$ cat config.mk
export PLATFORM = sky130hd
export DESIGN_NAME = zcheck_sweep_ctrl_flat
export DESIGN_NICKNAME = d
export VERILOG_FILES = /design/src/rtl/zcheck_sweep_ctrl_if.sv /design/src/rtl/zcheck_sweep_ctrl.sv /design/src/flat_wrapper.sv
export SDC_FILE = /design/constraint.sdc
export NUM_CORES = 1
export LEC_CHECK = 0
export BUFFER_PORTS_ARGS = -buffer_cell sky130_fd_sc_hd__buf_2
export CAP_MARGIN = 10
export CORE_MARGIN = 2
export CORE_UTILIZATION = 45
export DETAILED_ROUTE_END_ITERATION = 6
export PLACE_DENSITY = 0.69
export RECOVER_POWER = 25
export SYNTH_ARGS = -nofsm -noshare
export SYNTH_HDL_FRONTEND = slang
export SYNTH_SLANG_ARGS = --single-unit
$ cat constraint.sdc
create_clock -name clk -period 4.7 [get_ports clk]
set_clock_uncertainty 0.1 [all_clocks]
set_input_delay 0.94 -clock clk [delete_from_list [all_inputs] [get_ports clk]]
set_output_delay 0.94 -clock clk [all_outputs]
set_load 0.05 [all_outputs]
$ cat src/rtl/zcheck_sweep_ctrl_if.sv
// zcheck_sweep_ctrl_if
// Groups the host-side sweep command/status signals and the RHD controller
// zcheck handshake used by zcheck_sweep_ctrl.
//   master : host / controller-model side (drives commands and zcheck_done)
//   slave  : the sweep controller itself
// Signals:
//   sweep_start, sweep_abort           host requests
//   first_channel, last_channel        inclusive channel range (12 bit)
//   scale_mask                         bit k set = run scale k
//   zcheck_done                        completion pulse from the controller
//   zcheck_start                       start pulse to the controller
//   zcheck_global_channel/zcheck_scale current run target
//   sweep_busy, sweep_done             sweep status
//   sweep_error, error_code            sticky error flag and cause
//   runs_completed                     zcheck_done pulses counted this sweep
interface zcheck_sweep_ctrl_if;
    logic        sweep_start;
    logic        sweep_abort;
    logic [11:0] first_channel;
    logic [11:0] last_channel;
    logic [3:0]  scale_mask;
    logic        zcheck_done;
    logic        zcheck_start;
    logic [11:0] zcheck_global_channel;
    logic [1:0]  zcheck_scale;
    logic        sweep_busy;
    logic        sweep_done;
    logic        sweep_error;
    logic [1:0]  error_code;
    logic [15:0] runs_completed;

    modport master (
        output sweep_start, sweep_abort, first_channel, last_channel,
               scale_mask, zcheck_done,
        input  zcheck_start, zcheck_global_channel, zcheck_scale,
               sweep_busy, sweep_done, sweep_error, error_code, runs_completed
    );

    modport slave (
        input  sweep_start, sweep_abort, first_channel, last_channel,
               scale_mask, zcheck_done,
        output zcheck_start, zcheck_global_channel, zcheck_scale,
               sweep_busy, sweep_done, sweep_error, error_code, runs_completed
    );
endinterface

$ cat src/rtl/zcheck_sweep_ctrl.sv
// zcheck_sweep_ctrl
// Walks a channel range and a set of zcheck scales, issuing one zcheck run
// per (channel, scale) pair to the RHD interface controller. Scales iterate
// inside channels. Each run: start pulse, wait for zcheck_done (with
// timeout), settle, advance.
// Ports:
//   clk  - system clock
//   rstn - asynchronous reset, active-high (asserted = 1)
//   bus  - zcheck_sweep_ctrl_if.slave: host commands/status and the
//          zcheck_start / channel / scale / done handshake
module zcheck_sweep_ctrl #(
    parameter int NUM_CHANNELS       = 2048,
    parameter int START_PULSE_CYCLES = 10,
    parameter int SETTLE_CYCLES      = 64,
    parameter int TIMEOUT_CYCLES     = 2000000
) (
    input  logic               clk,
    input  logic               rstn,
    zcheck_sweep_ctrl_if.slave bus
);

    localparam logic [12:0] NUM_CH      = 13'(NUM_CHANNELS);
    localparam logic [31:0] PULSE_LAST  = 32'(START_PULSE_CYCLES - 1);
    localparam logic [31:0] SETTLE_LAST = 32'(SETTLE_CYCLES - 1);
    localparam logic [31:0] TO_LAST     = 32'(TIMEOUT_CYCLES - 1);

    typedef enum logic [3:0] {
        S_IDLE, S_CHECK, S_LOAD, S_START, S_WAIT_DONE,
        S_SETTLE, S_ADVANCE, S_DONE, S_ERROR
    } state_t;

    state_t      state_q, state_d;
    logic [31:0] cnt_q, cnt_d;
    logic [11:0] first_q, last_q, chan_q;
    logic [3:0]  mask_q;
    logic [1:0]  scale_q;
    logic        done_seen_q;
    logic        err_q;
    logic [1:0]  err_code_q;
    logic [15:0] runs_q;

    logic        accept, load, step, run_inc, err_set;
    logic [1:0]  err_code_d;
    logic [2:0]  higher;

    // Index of the lowest set bit; only used with a non-zero mask.
    function automatic logic [1:0] lowest_set(input logic [3:0] m);
        lowest_set = 2'd0;
        for (int k = 3; k >= 0; k--)
            if (m[k]) lowest_set = 2'(k);
    endfunction

    // {valid, index} of the next set bit strictly above cur.
    function automatic logic [2:0] next_set(input logic [3:0] m, input logic [1:0] cur);
        next_set = 3'b000;
        for (int k = 3; k >= 0; k--)
            if (m[k] && (k > int'(cur))) next_set = {1'b1, 2'(k)};
    endfunction

    assign higher = next_set(mask_q, scale_q);

    always_comb begin
        state_d    = state_q;
        cnt_d      = cnt_q;
        accept     = 1'b0;
        load       = 1'b0;
        step       = 1'b0;
        run_inc    = 1'b0;
        err_set    = 1'b0;
        err_code_d = 2'd0;
        unique case (state_q)
            S_IDLE: begin
                if (bus.sweep_start) begin
                    accept  = 1'b1;
                    state_d = S_CHECK;
                end
            end
            S_CHECK: begin
                if ((first_q > last_q) || ({1'b0, last_q} >= NUM_CH) || (mask_q == 4'd0)) begin
                    err_set    = 1'b1;
                    err_code_d = 2'd1;
                    state_d    = S_ERROR;
                end else begin
                    load    = 1'b1;
                    state_d = S_LOAD;
                end
            end
            S_LOAD: begin
                cnt_d   = '0;
                state_d = S_START;
            end
            S_START: begin
                // A done landing inside the pulse is counted; the pulse is
                // still completed, then WAIT_DONE is skipped.
                run_inc = bus.zcheck_done;
                if (cnt_q == PULSE_LAST) begin
                    cnt_d   = '0;
                    state_d = (done_seen_q || bus.zcheck_done) ? S_SETTLE : S_WAIT_DONE;
                end else begin
                    cnt_d = cnt_q + 32'd1;
                end
            end
            S_WAIT_DONE: begin
                if (bus.zcheck_done) begin
                    run_inc = 1'b1;
                    cnt_d   = '0;
                    state_d = S_SETTLE;
                end else if (cnt_q == TO_LAST) begin
                    err_set    = 1'b1;
                    err_code_d = 2'd2;
                    cnt_d      = '0;
                    state_d    = S_ERROR;
                end else begin
                    cnt_d = cnt_q + 32'd1;
                end
            end
            S_SETTLE: begin
                if (cnt_q == SETTLE_LAST) begin
                    cnt_d   = '0;
                    state_d = S_ADVANCE;
                end else begin
                    cnt_d = cnt_q + 32'd1;
                end
            end
            S_ADVANCE: begin
                cnt_d = '0;
                if (higher[2] || (chan_q != last_q)) begin
                    step    = 1'b1;
                    state_d = S_START;
                end else begin
                    state_d = S_DONE;
                end
            end
            S_DONE:  state_d = S_IDLE;
            S_ERROR: state_d = S_IDLE;
            default: state_d = S_IDLE;
        endcase
        // Abort overrides every transition and every side effect.
        if (bus.sweep_abort) begin
            state_d = S_IDLE;
            cnt_d   = '0;
            accept  = 1'b0;
            load    = 1'b0;
            step    = 1'b0;
            run_inc = 1'b0;
            err_set = 1'b0;
        end
    end

    always_ff @(posedge clk or posedge rstn) begin
        if (rstn) begin
            state_q     <= S_IDLE;
            cnt_q       <= '0;
            first_q     <= '0;
            last_q      <= '0;
            mask_q      <= '0;
            chan_q      <= '0;
            scale_q     <= '0;
            done_seen_q <= 1'b0;
            err_q       <= 1'b0;
            err_code_q  <= 2'd0;
            runs_q      <= '0;
        end else begin
            state_q     <= state_d;
            cnt_q       <= cnt_d;
            done_seen_q <= (state_q == S_START) && (done_seen_q || bus.zcheck_done);
            if (accept) begin
                first_q    <= bus.first_channel;
                last_q     <= bus.last_channel;
                mask_q     <= bus.scale_mask;
                err_q      <= 1'b0;
                err_code_q <= 2'd0;
                runs_q     <= '0;
            end
            // Loaded on entry to LOAD so the target is stable a cycle
            // before zcheck_start rises.
            if (load) begin
                chan_q  <= first_q;
                scale_q <= lowest_set(mask_q);
            end
            if (step) begin
                if (higher[2]) begin
                    scale_q <= higher[1:0];
                end else begin
                    chan_q  <= chan_q + 12'd1;
                    scale_q <= lowest_set(mask_q);
                end
            end
            if (run_inc && (runs_q != 16'hFFFF))
                runs_q <= runs_q + 16'd1;
            if (err_set) begin
                err_q      <= 1'b1;
                err_code_q <= err_code_d;
            end
        end
    end

    // Decoded from state so reset drops zcheck_start asynchronously.
    assign bus.zcheck_start          = (state_q == S_START);
    assign bus.sweep_busy            = (state_q != S_IDLE) && (state_q != S_DONE) && (state_q != S_ERROR);
    assign bus.sweep_done            = (state_q == S_DONE);
    assign bus.zcheck_global_channel = chan_q;
    assign bus.zcheck_scale          = scale_q;
    assign bus.sweep_error           = err_q;
    assign bus.error_code            = err_code_q;
    assign bus.runs_completed        = runs_q;

endmodule
$ cat src/flat_wrapper.sv
// flat-port wrapper written by rule: the top's interface ports become plain ports
module zcheck_sweep_ctrl_flat 
#(
    parameter int NUM_CHANNELS       = 2048,
    parameter int START_PULSE_CYCLES = 10,
    parameter int SETTLE_CYCLES      = 64,
    parameter int TIMEOUT_CYCLES     = 2000000
)
  (clk, rstn, bus_sweep_start, bus_sweep_abort, bus_first_channel, bus_last_channel, bus_scale_mask, bus_zcheck_done, bus_zcheck_start, bus_zcheck_global_channel, bus_zcheck_scale, bus_sweep_busy, bus_sweep_done, bus_sweep_error, bus_error_code, bus_runs_completed);
  zcheck_sweep_ctrl_if bus_i ();
  input  logic clk;
  input  logic rstn;
  input wire logic [$bits(bus_i.sweep_start)-1:0] bus_sweep_start;
  input wire logic [$bits(bus_i.sweep_abort)-1:0] bus_sweep_abort;
  input wire logic [$bits(bus_i.first_channel)-1:0] bus_first_channel;
  input wire logic [$bits(bus_i.last_channel)-1:0] bus_last_channel;
  input wire logic [$bits(bus_i.scale_mask)-1:0] bus_scale_mask;
  input wire logic [$bits(bus_i.zcheck_done)-1:0] bus_zcheck_done;
  output wire logic [$bits(bus_i.zcheck_start)-1:0] bus_zcheck_start;
  output wire logic [$bits(bus_i.zcheck_global_channel)-1:0] bus_zcheck_global_channel;
  output wire logic [$bits(bus_i.zcheck_scale)-1:0] bus_zcheck_scale;
  output wire logic [$bits(bus_i.sweep_busy)-1:0] bus_sweep_busy;
  output wire logic [$bits(bus_i.sweep_done)-1:0] bus_sweep_done;
  output wire logic [$bits(bus_i.sweep_error)-1:0] bus_sweep_error;
  output wire logic [$bits(bus_i.error_code)-1:0] bus_error_code;
  output wire logic [$bits(bus_i.runs_completed)-1:0] bus_runs_completed;
  assign bus_i.sweep_start = bus_sweep_start;
  assign bus_i.sweep_abort = bus_sweep_abort;
  assign bus_i.first_channel = bus_first_channel;
  assign bus_i.last_channel = bus_last_channel;
  assign bus_i.scale_mask = bus_scale_mask;
  assign bus_i.zcheck_done = bus_zcheck_done;
  assign bus_zcheck_start = bus_i.zcheck_start;
  assign bus_zcheck_global_channel = bus_i.zcheck_global_channel;
  assign bus_zcheck_scale = bus_i.zcheck_scale;
  assign bus_sweep_busy = bus_i.sweep_busy;
  assign bus_sweep_done = bus_i.sweep_done;
  assign bus_sweep_error = bus_i.sweep_error;
  assign bus_error_code = bus_i.error_code;
  assign bus_runs_completed = bus_i.runs_completed;
  zcheck_sweep_ctrl #(.NUM_CHANNELS(NUM_CHANNELS), .START_PULSE_CYCLES(START_PULSE_CYCLES), .SETTLE_CYCLES(SETTLE_CYCLES), .TIMEOUT_CYCLES(TIMEOUT_CYCLES)) u_core (.clk(clk), .rstn(rstn), .bus(bus_i));
endmodule
* Word level (Yosys, flattened, before mapping)
Cells that the tools add are included.
Cells by class: $add $sub $neg 3, multipliers 0, div/mod/pow operators 0, magnitude comparators 5, equality and inequality tests 18, shifts and indexed selects 0, muxes and demuxes 56, bitwise logic cells 0, reduce and logical (&&, ||, !) cells 20
Operator list (number):
- $mux W32 | 5
- $pmux W32 S4 | 1
- $mux W12 | 3
- $add A32 B1 Y32 const B | 1
- $eq A32 B21 Y1 const B | 1
- $eq A32 B4 Y1 const B | 1
- $eq A32 B6 Y1 const B | 1
- $mux W16 | 2
- $mux W4 | 7
- $pmux W4 S7 | 1
- $mux W2 | 11
- $mux W1 | 19
- $add A16 B1 Y16 const B | 1
- $eq A4 B3 Y1 const B | 4
- $ne A16 B16 Y1 const B | 1
- $add A12 B1 Y12 const B | 1
- $ge A12 B12 Y1 const B | 1
- $gt A12 B12 Y1 | 1
- $mux W3 | 4
- $ne A12 B12 Y1 | 1
- $eq A4 B2 Y1 const B | 2
- $logic_not A4 Y1 | 2
- $ne A4 B3 Y1 const B | 2
- $logic_and A1 B1 Y1 | 7
- 14 further kinds | 22
Word-level totals: flip-flop bits (word level) 98, latch bits 0, RAM bits 0, ROM bits 0, input bits 33, output and inout bits 36, logic and storage cells 113, memories 0

* Depth between registers and ports, before layout
Gate-level depths: netlist of run 1.
depth after elaboration 10, mapped depth 9, mapped depth without buffers 8

* Worst setup path before layout of run 1
No wires, ideal clock.
path type register to output, from reg u_core.state_q[0], to out bus_sweep_busy, data arrival time 1.792 ns, path slack 1.868 ns, cell stages (with the launch flop) 5, cells stage by stage dfrtp_1 buf_2 clkbuf_1 and4b_1 nor2_1
On the way: cells in the longest elaborated chain, start to end 3, elaborated cells on any way between the ends 5, classes of those cells 2 x eq/ne; 3 x reduce/logical
RTL lines:
- start, declared | line zcheck_sweep_ctrl.sv:32 | state_t state_q, state_d;
- start signal, assigned | line zcheck_sweep_ctrl.sv:164 | state_q <= state_d;
- $ne A4 B3 Y1 / $reduce_bool A4 Y1 (equally long branches) | line zcheck_sweep_ctrl.sv:200 | assign bus.sweep_busy = (state_q != S_IDLE) && (state_q != S_DONE) && (state_q != S_ERROR);
- $logic_and A1 B1 Y1 | line zcheck_sweep_ctrl.sv:200
- $logic_and A1 B1 Y1 (*) | line zcheck_sweep_ctrl.sv:200
- end, declared | line flat_wrapper.sv:22 | output wire logic [$bits(bus_i.sweep_busy)-1:0] bus_sweep_busy;
Every way passes the cells marked *; elsewhere a longest branch is shown, timed or not.

==> out/qor.tcl, run 1 <==
set qor(status) {complete, but fails checks}
set qor(failed_checks) {capacitance limit, slew limit}
set qor(multiInputGateArea_um2) 3090
set qor(antenna-diode-count) 0
set qor(power_frac_clock) 0.219
set qor(min_period_over_period) 0.639
set qor(tritoncts_clock_tree) {yes}
set qor(post_cts_buffers) 0
set qor(row_count) 41
set qor(timing.setup.critical_path_class) {in2async}
set qor(die-area_um2) 13700
set qor(synth-seq-cells) 98
set qor(worst_vdd_drop_mv) 0.350
set qor(slew_violations) 70
set qor(gr-total-overflow) 0
set qor(p_int_mw) 2.06
set qor(hold_fix_buffers_cts) 0
set qor(ys_seq_area_frac) 0.425
set qor(grt_first_pass_wirelength_mm) 21.7
set qor(cts.reportedPaths.clkPinSlew_ns) 0.07
set qor(power_leakage_nw) 2.92
set qor(critPathSlowestCell) {sky130_fd_sc_hd__clkinvlp_2}
set qor(rsz0062_at_grt) {no}
set qor(area_growth_syn_to_layout_pct) 13.3
set qor(sw_frac_of_total) 0.421
set qor(cap_violations) 1
set qor(sequential_cell_area_um2) 2450
set qor(crit_path_max_fanout) 69
set qor(switchingPower_mw) 1.50
set qor(htree_levels) 3
set qor(synthesis.yosys.warnings) 0
set qor(post_route_cells_drive_above_1_share) 0.239
set qor(finalCriticalPeriod_ns) 3.00
set qor(num_vias) 4735
set qor(number_of_drc_violations_after_detailed_routing) 0
set qor(finalHoldViolations) 0
set qor(clock_path_buffers) 2
set qor(cp_cell_sequence) {buf_2 > clkinvlp_2 > buf_4}
set qor(cts.repair.resized) 0
set qor(tightest_slew_ns) 3.09
set qor(overall_die_width_um) 117
set qor(layout.nets) 707
set qor(cts.sinks) 98
set qor(utilization) 0.520
set qor(worst_path_largest_cell_delay_ns) 1.73
set qor(setup.worst_path.end_class) {asynchronous set/reset pin}
set qor(top_level_port_count) 69
set qor(yosys.cell_types.count) 72
set qor(coreArea_um2) 12600
set qor(setup.worst_path.start_class) {input pin}
set qor(gp_routability_congestion) 0.891
set qor(critPathRequiredTime_ns) 5.10
set qor(fillers) 1195
set qor(power_density_nw_per_um2) 543
set qor(critical_path_buf_inv_count) 3
set qor(routed_via_count_divided_by_cell_count) 5.68
set qor(layout.cells.most_common) {sky130_fd_sc_hd__dfrtp_1}
set qor(aggregate_routed_wire_length_mm) 13.0
set qor(buffer_cell_driving_the_clock_tree_root) {sky130_fd_sc_hd__clkbuf_16}
set qor(timing.slew.headroom) -1.07
set qor(worst_skew_pair.late_latency_ns) 0.36
set qor(fin_tns_setup_ns) 0
set qor(report.final.setup_viol) 0
set qor(synthesis.area_um2) 5770
set qor(maximum_number_of_pins_on_one_net_before_global_route_repair) 70
set qor(main_flop_type_after_synthesis) {sky130_fd_sc_hd__dfrtp_1}
set qor(initial_core_util) 0.459
set qor(p_comb_frac) 0.385
set qor(grt_util_all_layers) 0.200
set qor(post-dp-hpwl_mm) 9.39
set qor(synth_enable_flop_cells) 0
set qor(hp-class) {reg2reg}
set qor(clock.fmax_ghz) 0.333
set qor(drt_iter0_drc) 301
set qor(initial_antenna_violation_count) 0
set qor(grt_pass1_vias) 4483
set qor(synth_nets) 651
set qor(route.antenna.remaining_nets) 0
set qor(critical_path_arrival_ns) 3.41
set qor(drt_first_pass_iters) 5
set qor(routed_wire_length_per_instance_um) 15.6
set qor(avgSynthCellArea_um2) 9.58
set qor(share_seq_of_total_power) 0.396
set qor(critical_path.top_delay_family) {buffers and inverters}
set qor(die_h_um) 117
set qor(most_frequent_cells_in_the_layout) {sky130_fd_sc_hd__dfrtp_1 (98), sky130_fd_sc_hd__buf_2 (68), sky130_fd_sc_hd__nor2_1 (43)}
set qor(cts_buffers) 9
set qor(syn_inst) 602
set qor(io_buffers) 68
set qor(synthArstFlopShare) 1.00
==> power by group through the flow <==
stage / sequential, mW / clock [mW] / combinational (mW)
3_5_place_dp: 1.41 / 0 / 1.37
3_3_place_gp: 1.40 / 0 / 1.32
4_1_cts: 1.40 / 0.802 / 1.37
2_1_floorplan: 1.47 / 0 / 0.945
6_report: 1.41 / 0.777 / 1.37
5_1_grt: 1.44 / 0.825 / 1.51
==> cells in the mapped netlist, types with 3 or more instances <==
master                     number  area, µm²
sky130_fd_sc_hd__nor3_1        19       95.1
sky130_fd_sc_hd__and4_1         4       35.0
sky130_fd_sc_hd__a31oi_1        7       43.8
sky130_fd_sc_hd__mux2_2        28        315
sky130_fd_sc_hd__buf_4          3       22.5
sky130_fd_sc_hd__nand3_1       32        160
sky130_fd_sc_hd__nor2b_1        4       25.0
sky130_fd_sc_hd__nand2b_1       7       43.8
sky130_fd_sc_hd__o21ai_0       31        155
sky130_fd_sc_hd__a21o_1         7       52.6
sky130_fd_sc_hd__nor2_1        43        161
sky130_fd_sc_hd__nand2_1       41        154
sky130_fd_sc_hd__o211ai_1       3       22.5
sky130_fd_sc_hd__nand4_1       22        138
sky130_fd_sc_hd__nor2_2        11       68.8
sky130_fd_sc_hd__buf_2         10       50.1
sky130_fd_sc_hd__a21oi_1       28        140
sky130_fd_sc_hd__and2_1         6       37.5
sky130_fd_sc_hd__clkbuf_1      12       45.0
sky130_fd_sc_hd__o32ai_1        3       26.3
sky130_fd_sc_hd__dfrtp_1       98       2450
sky130_fd_sc_hd__nor3b_1        3       22.5
sky130_fd_sc_hd__inv_1         24       90.1
sky130_fd_sc_hd__nand3b_1       3       22.5
sky130_fd_sc_hd__ha_1          16        200
sky130_fd_sc_hd__and3_1         8       50.1
sky130_fd_sc_hd__xor2_1        32        280
sky130_fd_sc_hd__or2_2          3       18.8
sky130_fd_sc_hd__o21a_1         4       30.0
sky130_fd_sc_hd__or3_1          6       37.5
sky130_fd_sc_hd__a211oi_1      10       75.1
sky130_fd_sc_hd__o221a_2        5       56.3
sky130_fd_sc_hd__nor4_1        10       62.6
sky130_fd_sc_hd__xnor2_1        8       70.1
sky130_fd_sc_hd__a31o_2         4       35.0
==> path summary, 6_finish.rpt <==
path	from	to	slack [ns]	cells after the start
max in group clk	bus_sweep_abort	u_core.bus.runs_completed[15]	1.74	7
worst min register to register	u_core.done_seen_q	u_core.done_seen_q	0.39	1
worst max register to register	u_core.bus.runs_completed[0]	u_core.bus.runs_completed[15]	1.79	7
worst max-delay path	rstn	u_core.first_q[8]	1.70	3
worst min-delay path	u_core.done_seen_q	u_core.done_seen_q	0.39	1
min in group asynchronous	rstn	u_core.cnt_q[30]	1.38	2
==> area by class of cell <==
type / instances / area share
Multi-Input combinational cell: 452 / 0.473
Sequential cell: 98 / 0.375
Timing Repair Buffer: 72 / 0.0567
Clock buffer: 11 / 0.0387
Tap cell: 172 / 0.0329
Inverter: 25 / 0.0146
Clock inverter: 4 / 0.00900
==> sequential cells by signal, summed over array words and instances (netlist names) <==
register,count
u_core.last_q,12
u_core.mask_q,4
u_core.bus.zcheck_scale,2
u_core.bus.error_code,2
u_core.state_q,4
u_core.bus.sweep_error,1
u_core.cnt_q,32
u_core.bus.runs_completed,16
u_core.bus.zcheck_global_channel,12
u_core.first_q,12
u_core.done_seen_q,1
==> per-layer routing <==
metal | GRT usage | routed length [µm] | up-vias
met5 | 0 | 0 | -
met4 | 0.0682 | 179 | 0
met3 | 0.0469 | 458 | 12
met2 | 0.326 | 6440 | 102
met1 | 0.263 | 5910 | 2315
li1 | - | - | 2306
==> through the flow <==
stage / power, mW / setup slack, ns / instance area [µm²] / instances / hold slack (ns)
finish: 3.55 / 1.70 / 6540 / 834 / 0.386
global route: 3.77 / 1.23 / 6540 / 834 / 0.411
CTS: 3.58 / 1.75 / 6540 / 834 / 0.391
detailed placement: 2.78 / 1.36 / 6220 / 819 / 0.376
global placement: 2.72 / 1.45 / 6220 / 819 / 0.359
floorplan: 2.41 / 1.10 / 5770 / 602 / 0.343
==> cells by family (layout without fill, tap and decap cells) <==
logic type | Yosys count | after routing | synth area share
flip-flops | 98 | 98 | 0.425
AO/OA/AOI/OAI | 127 | 127 | 0.153
multiplexers | 29 | 29 | 0.0564
buffers and inverters | 52 | 112 | 0.0406
AND/OR/NAND/NOR | 240 | 240 | 0.229
XOR/XNOR | 40 | 40 | 0.0607
adder cells (fa/ha/maj) | 16 | 16 | 0.0347
Power figures use the tool's default switching activity.
==> inputs of run 2 (changes only) <==
Settings changed: PLACE_DENSITY 0.69 to 0.72.
Clock period 4.7 ns to 2.7 ns, I/O delays scaled along.
==> out/qor.tcl, run 2 (synthesis gave the netlist of run 1 again) <==
set qor(die-area_um2) 13700
set qor(critical_path.top_delay_family) {compound AO/OA/AOI/OAI gates}
set qor(cts.repair.resized) 0
set qor(most_frequent_cells_in_the_layout) {sky130_fd_sc_hd__dfrtp_1 (98), sky130_fd_sc_hd__buf_2 (67), sky130_fd_sc_hd__nor2_1 (43)}
set qor(tritoncts_clock_tree) {yes}
set qor(layout.cells.most_common) {sky130_fd_sc_hd__dfrtp_1}
set qor(fillers) 1138
set qor(critical_path_arrival_ns) 2.73
set qor(slew_violations) 63
set qor(grt_util_all_layers) 0.205
set qor(met1_usage) 0.270
set qor(launch_point_of_the_worst_path) {u_core.last_q[11]}
set qor(coreArea_um2) 12600
set qor(num_vias) 4796
set qor(cap_violations) 1
set qor(critPathRequiredTime_ns) 2.83
set qor(critical_path_buf_inv_count) 1
set qor(placed_area_um2) 6340
set qor(power_leakage_nw) 2.96
set qor(routed_via_count_divided_by_cell_count) 5.66
set qor(hold_fix_buffers_cts) 0
set qor(setup.worst_path.end_class) {register}
set qor(route.antenna.remaining_nets) 0
set qor(place_worst_setup_slack_ns) 0.134
set qor(hp-class) {in2async}
set qor(cts_buffers) 9
set qor(failed_checks) {capacitance limit, slew limit}
set qor(initial_antenna_violation_count) 0
set qor(layout.nets) 720
set qor(finalCriticalPeriod_ns) 2.60
set qor(share_seq_of_total_power) 0.393
set qor(io_buffers) 68
set qor(post-dp-hpwl_mm) 9.94
set qor(clock_path_buffers) 2
set qor(timing.setup.critical_path_class) {reg2reg}
set qor(p_comb_frac) 0.403
set qor(largest_register_ff_count) 32
set qor(rsz0062_at_grt) {no}
set qor(power_frac_clock) 0.203
set qor(cts.reportedPaths.clkPinSlew_ns) 0.07
set qor(drt_iter0_drc) 351
set qor(regToRegStartpoint) {u_core.last_q[11]}
set qor(clock.fmax_ghz) 0.385
set qor(maximum_number_of_pins_on_one_net_before_global_route_repair) 63
set qor(fin_tns_setup_ns) 0
set qor(finalInstanceArea_um2) 6610
set qor(sw_frac_of_total) 0.425
set qor(htree_levels) 3
set qor(buffer_cell_driving_the_clock_tree_root) {sky130_fd_sc_hd__clkbuf_16}
set qor(aggregate_routed_wire_length_mm) 13.5
set qor(critPathSlowestCell) {sky130_fd_sc_hd__dfrtp_1}
set qor(die_h_um) 117
set qor(grt_first_pass_wirelength_mm) 22.3
set qor(power_density_nw_per_um2) 931
set qor(worst_skew_pair.late_latency_ns) 0.35
set qor(area_growth_syn_to_layout_pct) 14.5
set qor(setup.worst_path.start_class) {register}
set qor(routed_wire_length_per_instance_um) 15.9
set qor(overall_die_width_um) 117
set qor(gr-total-overflow) 0
set qor(timing.reg2reg.worst_path_depth) 7
set qor(crit_path_max_fanout) 10
set qor(worst_vdd_drop_mv) 0.619
set qor(gp_routability_congestion) 0.894
set qor(antenna-diode-count) 0
set qor(number_of_drc_violations_after_detailed_routing) 0
set qor(grtUsageMet2) 0.335
set qor(worst_path_largest_cell_delay_ns) 0.50
set qor(worst_r2r_end) {u_core.bus.zcheck_global_channel[3]}
set qor(post_route_setup_slack_ns) 0.104
set qor(drt_first_pass_iters) 5
set qor(post_cts_buffers) 0
set qor(top_level_port_count) 69
set qor(grt_pass1_vias) 4708
set qor(p_int_mw) 3.54
set qor(most_flop_heavy_register) {u_core.cnt_q}
set qor(sequential_cell_area_um2) 2450
set qor(min_period_over_period) 0.961
set qor(cts.sinks) 98
set qor(status) {complete, but fails checks}
set qor(cp_cell_sequence) {inv_1 > ha_1 > nand4_1 > a211oi_1 > o41a_1 > o21ai_1 > o221a_2}
set qor(switchingPower_mw) 2.61
set qor(regToRegSetupSlack_ns) 0.10
set qor(grt-busiest-layer) {met2}
set qor(met3_usage) 0.0438
set qor(timing.slew.headroom) -0.0292
set qor(initial_core_util) 0.459
set qor(report.final.setup_viol) 0
set qor(tightest_slew_ns) 1.54
set qor(post_route_cells_drive_above_1_share) 0.251
set qor(multiInputGateArea_um2) 3090
set qor(finalHoldViolations) 0
set qor(row_count) 41
[run 2: cell types whose count changed in the layout (fill, tap and decap cells not counted), sizes merged]
cell and delta:
clkbuf +4, bufinv -1, clkinv +1, buf +10, clkinvlp +2, inv -2
[run 2: worst max-delay path by stage]
stage / to / cells after the start
6_report: u_core.bus.zcheck_global_channel[3] / 7
3_5_place_dp: u_core.bus.zcheck_global_channel[11] / 7
3_3_place_gp: u_core.bus.zcheck_global_channel[3] / 7
5_1_grt: u_core.bus.zcheck_global_channel[11] / 7
2_1_floorplan: bus_sweep_busy / 4
4_1_cts: u_core.bus.zcheck_global_channel[3] / 7
[run 2: per-stage QoR]
step / hold WS [ns] / utilization / total power, mW / instances
floorplan: 0.343 / - / 4.20 / 602
global placement: 0.360 / 0.504 / 4.77 / 832
detailed placement: 0.383 / 0.504 / 4.90 / 832
CTS: 0.0657 / 0.527 / 6.17 / 848
global route: 0.164 / 0.526 / 6.52 / 848
finish: 0.105 / 0.526 / 6.15 / 848
[run 2: worst reg2reg max path: stages (launching register included)]
cell	delay, ns
sky130_fd_sc_hd__dfrtp_1	0.50
sky130_fd_sc_hd__inv_1	0.08
sky130_fd_sc_hd__ha_1	0.31
sky130_fd_sc_hd__nand4_1	0.18
sky130_fd_sc_hd__a211oi_1	0.40
sky130_fd_sc_hd__o41a_1	0.42
sky130_fd_sc_hd__o21ai_1	0.21
sky130_fd_sc_hd__o221a_2	0.28
[run 2: per-layer routing]
layer,up-vias,part of all wire
met2,95,0.50
met1,2352,0.46
met4,0,0.015
met5,-,0
met3,17,0.032
li1,2332,-
[run 2: final cells by class]
| class | count | share of cell area |
|---|---|---|
| multi-input cells | 452 | 0.468 |
| flip-flops and latches | 98 | 0.371 |
| repair buffers | 85 | 0.0697 |
| clock buffers | 12 | 0.0403 |
| well taps | 172 | 0.0326 |
| inverters | 25 | 0.0144 |
| clock inverters | 4 | 0.00379 |
[run 2: power groups by stage]
stage	Sequential (mW)	Combinational (mW)	Clock [mW]
4_1_cts	2.41	2.49	1.27
2_1_floorplan	2.56	1.65	0
5_1_grt	2.48	2.70	1.35
3_3_place_gp	2.41	2.36	0
6_report	2.42	2.48	1.25
3_5_place_dp	2.43	2.47	0
==> inputs of run 3 (changes only) <==
Settings changed: PLACE_DENSITY 0.72 to 0.69.
Clock period 2.7 ns to 3.3 ns, I/O delays scaled along.
==> out/qor.tcl, run 3 (synthesis gave the netlist of run 1 again) <==
set qor(status) {completed}
set qor(hold_fix_buffers_cts) 0
set qor(critical_path_buf_inv_count) 1
set qor(drt-met1-wl_mm) 6.02
set qor(report.final.setup_viol) 0
set qor(overall_die_width_um) 117
set qor(grt_util_all_layers) 0.200
set qor(timing.reg2reg.worst_path_depth) 7
set qor(critPathRequiredTime_ns) 3.42
set qor(maximum_number_of_pins_on_one_net_before_global_route_repair) 71
set qor(cap_violations) 0
set qor(cp.depth) 7
set qor(initial_core_util) 0.459
set qor(cts.reportedPaths.clkPinSlew_ns) 0.06
set qor(routed_via_count_divided_by_cell_count) 5.71
set qor(routed_wire_length_per_instance_um) 15.7
set qor(aggregate_routed_wire_length_mm) 13.1
set qor(drt_first_pass_iters) 5
set qor(rsz0062_at_grt) {no}
set qor(dr_wl_met3_um) 484
set qor(tightest_slew_ns) 1.30
set qor(hp-class) {reg2reg}
set qor(gr-total-overflow) 0
set qor(launch_point_of_the_worst_path) {u_core.cnt_q[13]}
set qor(setup.worst_path.start_class) {register}
set qor(die-area_um2) 13700
set qor(critical_path.top_delay_family) {simple AND/OR/NAND/NOR gates}
set qor(antenna-diode-count) 0
set qor(grt_first_pass_wirelength_mm) 21.7
set qor(utilization) 0.518
set qor(timing.slew.headroom) 0.127
set qor(finalInstanceArea_um2) 6510
set qor(top_layer_used) {met4}
set qor(htree_levels) 3
set qor(number_of_cells_after_detailed_placement) 822
set qor(fin_tns_setup_ns) 0
set qor(crit_path_max_fanout) 24
set qor(layout.cells.most_common) {sky130_fd_sc_hd__dfrtp_1}
set qor(met2_wirelength_mm) 6.30
set qor(critPathSlowestCell) {sky130_fd_sc_hd__nor4_1}
set qor(slew_violations) 0
set qor(row_count) 41
set qor(drt_iter0_drc) 359
set qor(finalCriticalPeriod_ns) 2.66
set qor(power_leakage_nw) 2.90
set qor(timing.setup.critical_path_class) {reg2reg}
set qor(post_cts_buffers) 0
set qor(place_worst_setup_slack_ns) 0.630
set qor(worst_r2r_end) {u_core.cnt_q[22]}
set qor(regToRegSetupSlack_ns) 0.64
set qor(coreArea_um2) 12600
set qor(critical_path_arrival_ns) 2.78
set qor(grt_pass1_vias) 4536
set qor(gp_routability_congestion) 0.864
set qor(cts.repair.resized) 0
set qor(cp_cell_sequence) {nor4_1 > nand4_1 > nor4_1 > o211a_2 > o21bai_4 > buf_4 > nor2_1}
set qor(worst_vdd_drop_mv) 0.526
set qor(number_of_drc_violations_after_detailed_routing) 0
set qor(route.antenna.remaining_nets) 0
set qor(cts.sinks) 98
set qor(area_growth_syn_to_layout_pct) 12.9
set qor(regToRegStartpoint) {u_core.cnt_q[13]}
set qor(num_vias) 4772
set qor(finalHoldViolations) 0
set qor(largest_register_ff_count) 32
set qor(power_density_nw_per_um2) 755
set qor(tritoncts_clock_tree) {yes}
set qor(post_route_cells_drive_above_1_share) 0.233
set qor(layout.nets) 710
set qor(path_common_cell) {sky130_fd_sc_hd__nor4_1}
set qor(io_buffers) 68
set qor(clock_path_buffers) 2
set qor(placed_area_um2) 6260
set qor(post-dp-hpwl_mm) 9.56
set qor(worst_path_largest_cell_delay_ns) 0.43
set qor(worst_skew_pair.late_latency_ns) 0.35
set qor(min_period_over_period) 0.806
set qor(most_flop_heavy_register) {u_core.cnt_q}
set qor(final_cell_count_no_fill) 836
set qor(initial_antenna_violation_count) 0
set qor(cts_buffers) 9
set qor(buffer_cell_driving_the_clock_tree_root) {sky130_fd_sc_hd__clkbuf_16}
set qor(setup.worst_path.end_class) {register}
set qor(post_route_setup_slack_ns) 0.640
set qor(top_level_port_count) 69
set qor(crit_path_end) {u_core.cnt_q[22]}
set qor(die_h_um) 117
set qor(hold_slack_ns) 0.375
set qor(clock.fmax_ghz) 0.376
set qor(total_power_mw) 4.92
set qor(most_frequent_cells_in_the_layout) {sky130_fd_sc_hd__dfrtp_1 (98), sky130_fd_sc_hd__buf_2 (67), sky130_fd_sc_hd__nor2_1 (43)}
-- run 3: cell count changes in the layout (fill, tap and decap cells not counted), moves of 2 or more --
cell,change
sky130_fd_sc_hd__buf_4,-9
sky130_fd_sc_hd__clkbuf_1,+3
sky130_fd_sc_hd__clkbuf_8,-2
sky130_fd_sc_hd__clkinv_2,-2
sky130_fd_sc_hd__clkinvlp_4,-2
-- run 3: worst min path at each step --
stage / startpoint / end / slack, ns / cells after the start
final: u_core.done_seen_q / u_core.done_seen_q / 0.37 / 1
after global routing: u_core.done_seen_q / u_core.done_seen_q / 0.39 / 1
after CTS: rstn / u_core.first_q[7] / 0.32 / 2
after detailed placement: u_core.done_seen_q / u_core.done_seen_q / 0.36 / 1
after global placement: u_core.done_seen_q / u_core.done_seen_q / 0.36 / 1
after floorplan: u_core.done_seen_q / u_core.done_seen_q / 0.34 / 1
-- run 3: where the power goes --
group	switching, mW	internal [mW]	leakage [nW]
clock network	0.416	0.524	0.123
registers	0.500	1.50	1.27
logic	1.17	0.806	1.51
total	2.08	2.83	2.90
-- run 3: layout make-up --
cell class              instances  area (µm²)
flip-flops and latches         98        2450
multi-input cells             452        3090
inverters                      25        95.1
clock buffers                  14         254
fillers                      1176        6060
repair buffers                 75         404
well taps                     172         215
-- run 3: metal layers --
layer | up-vias | global-route usage
met5 | - | 0
met4 | 0 | 0.0918
met2 | 112 | 0.319
met3 | 22 | 0.0324
met1 | 2334 | 0.269
li1 | 2304 | -
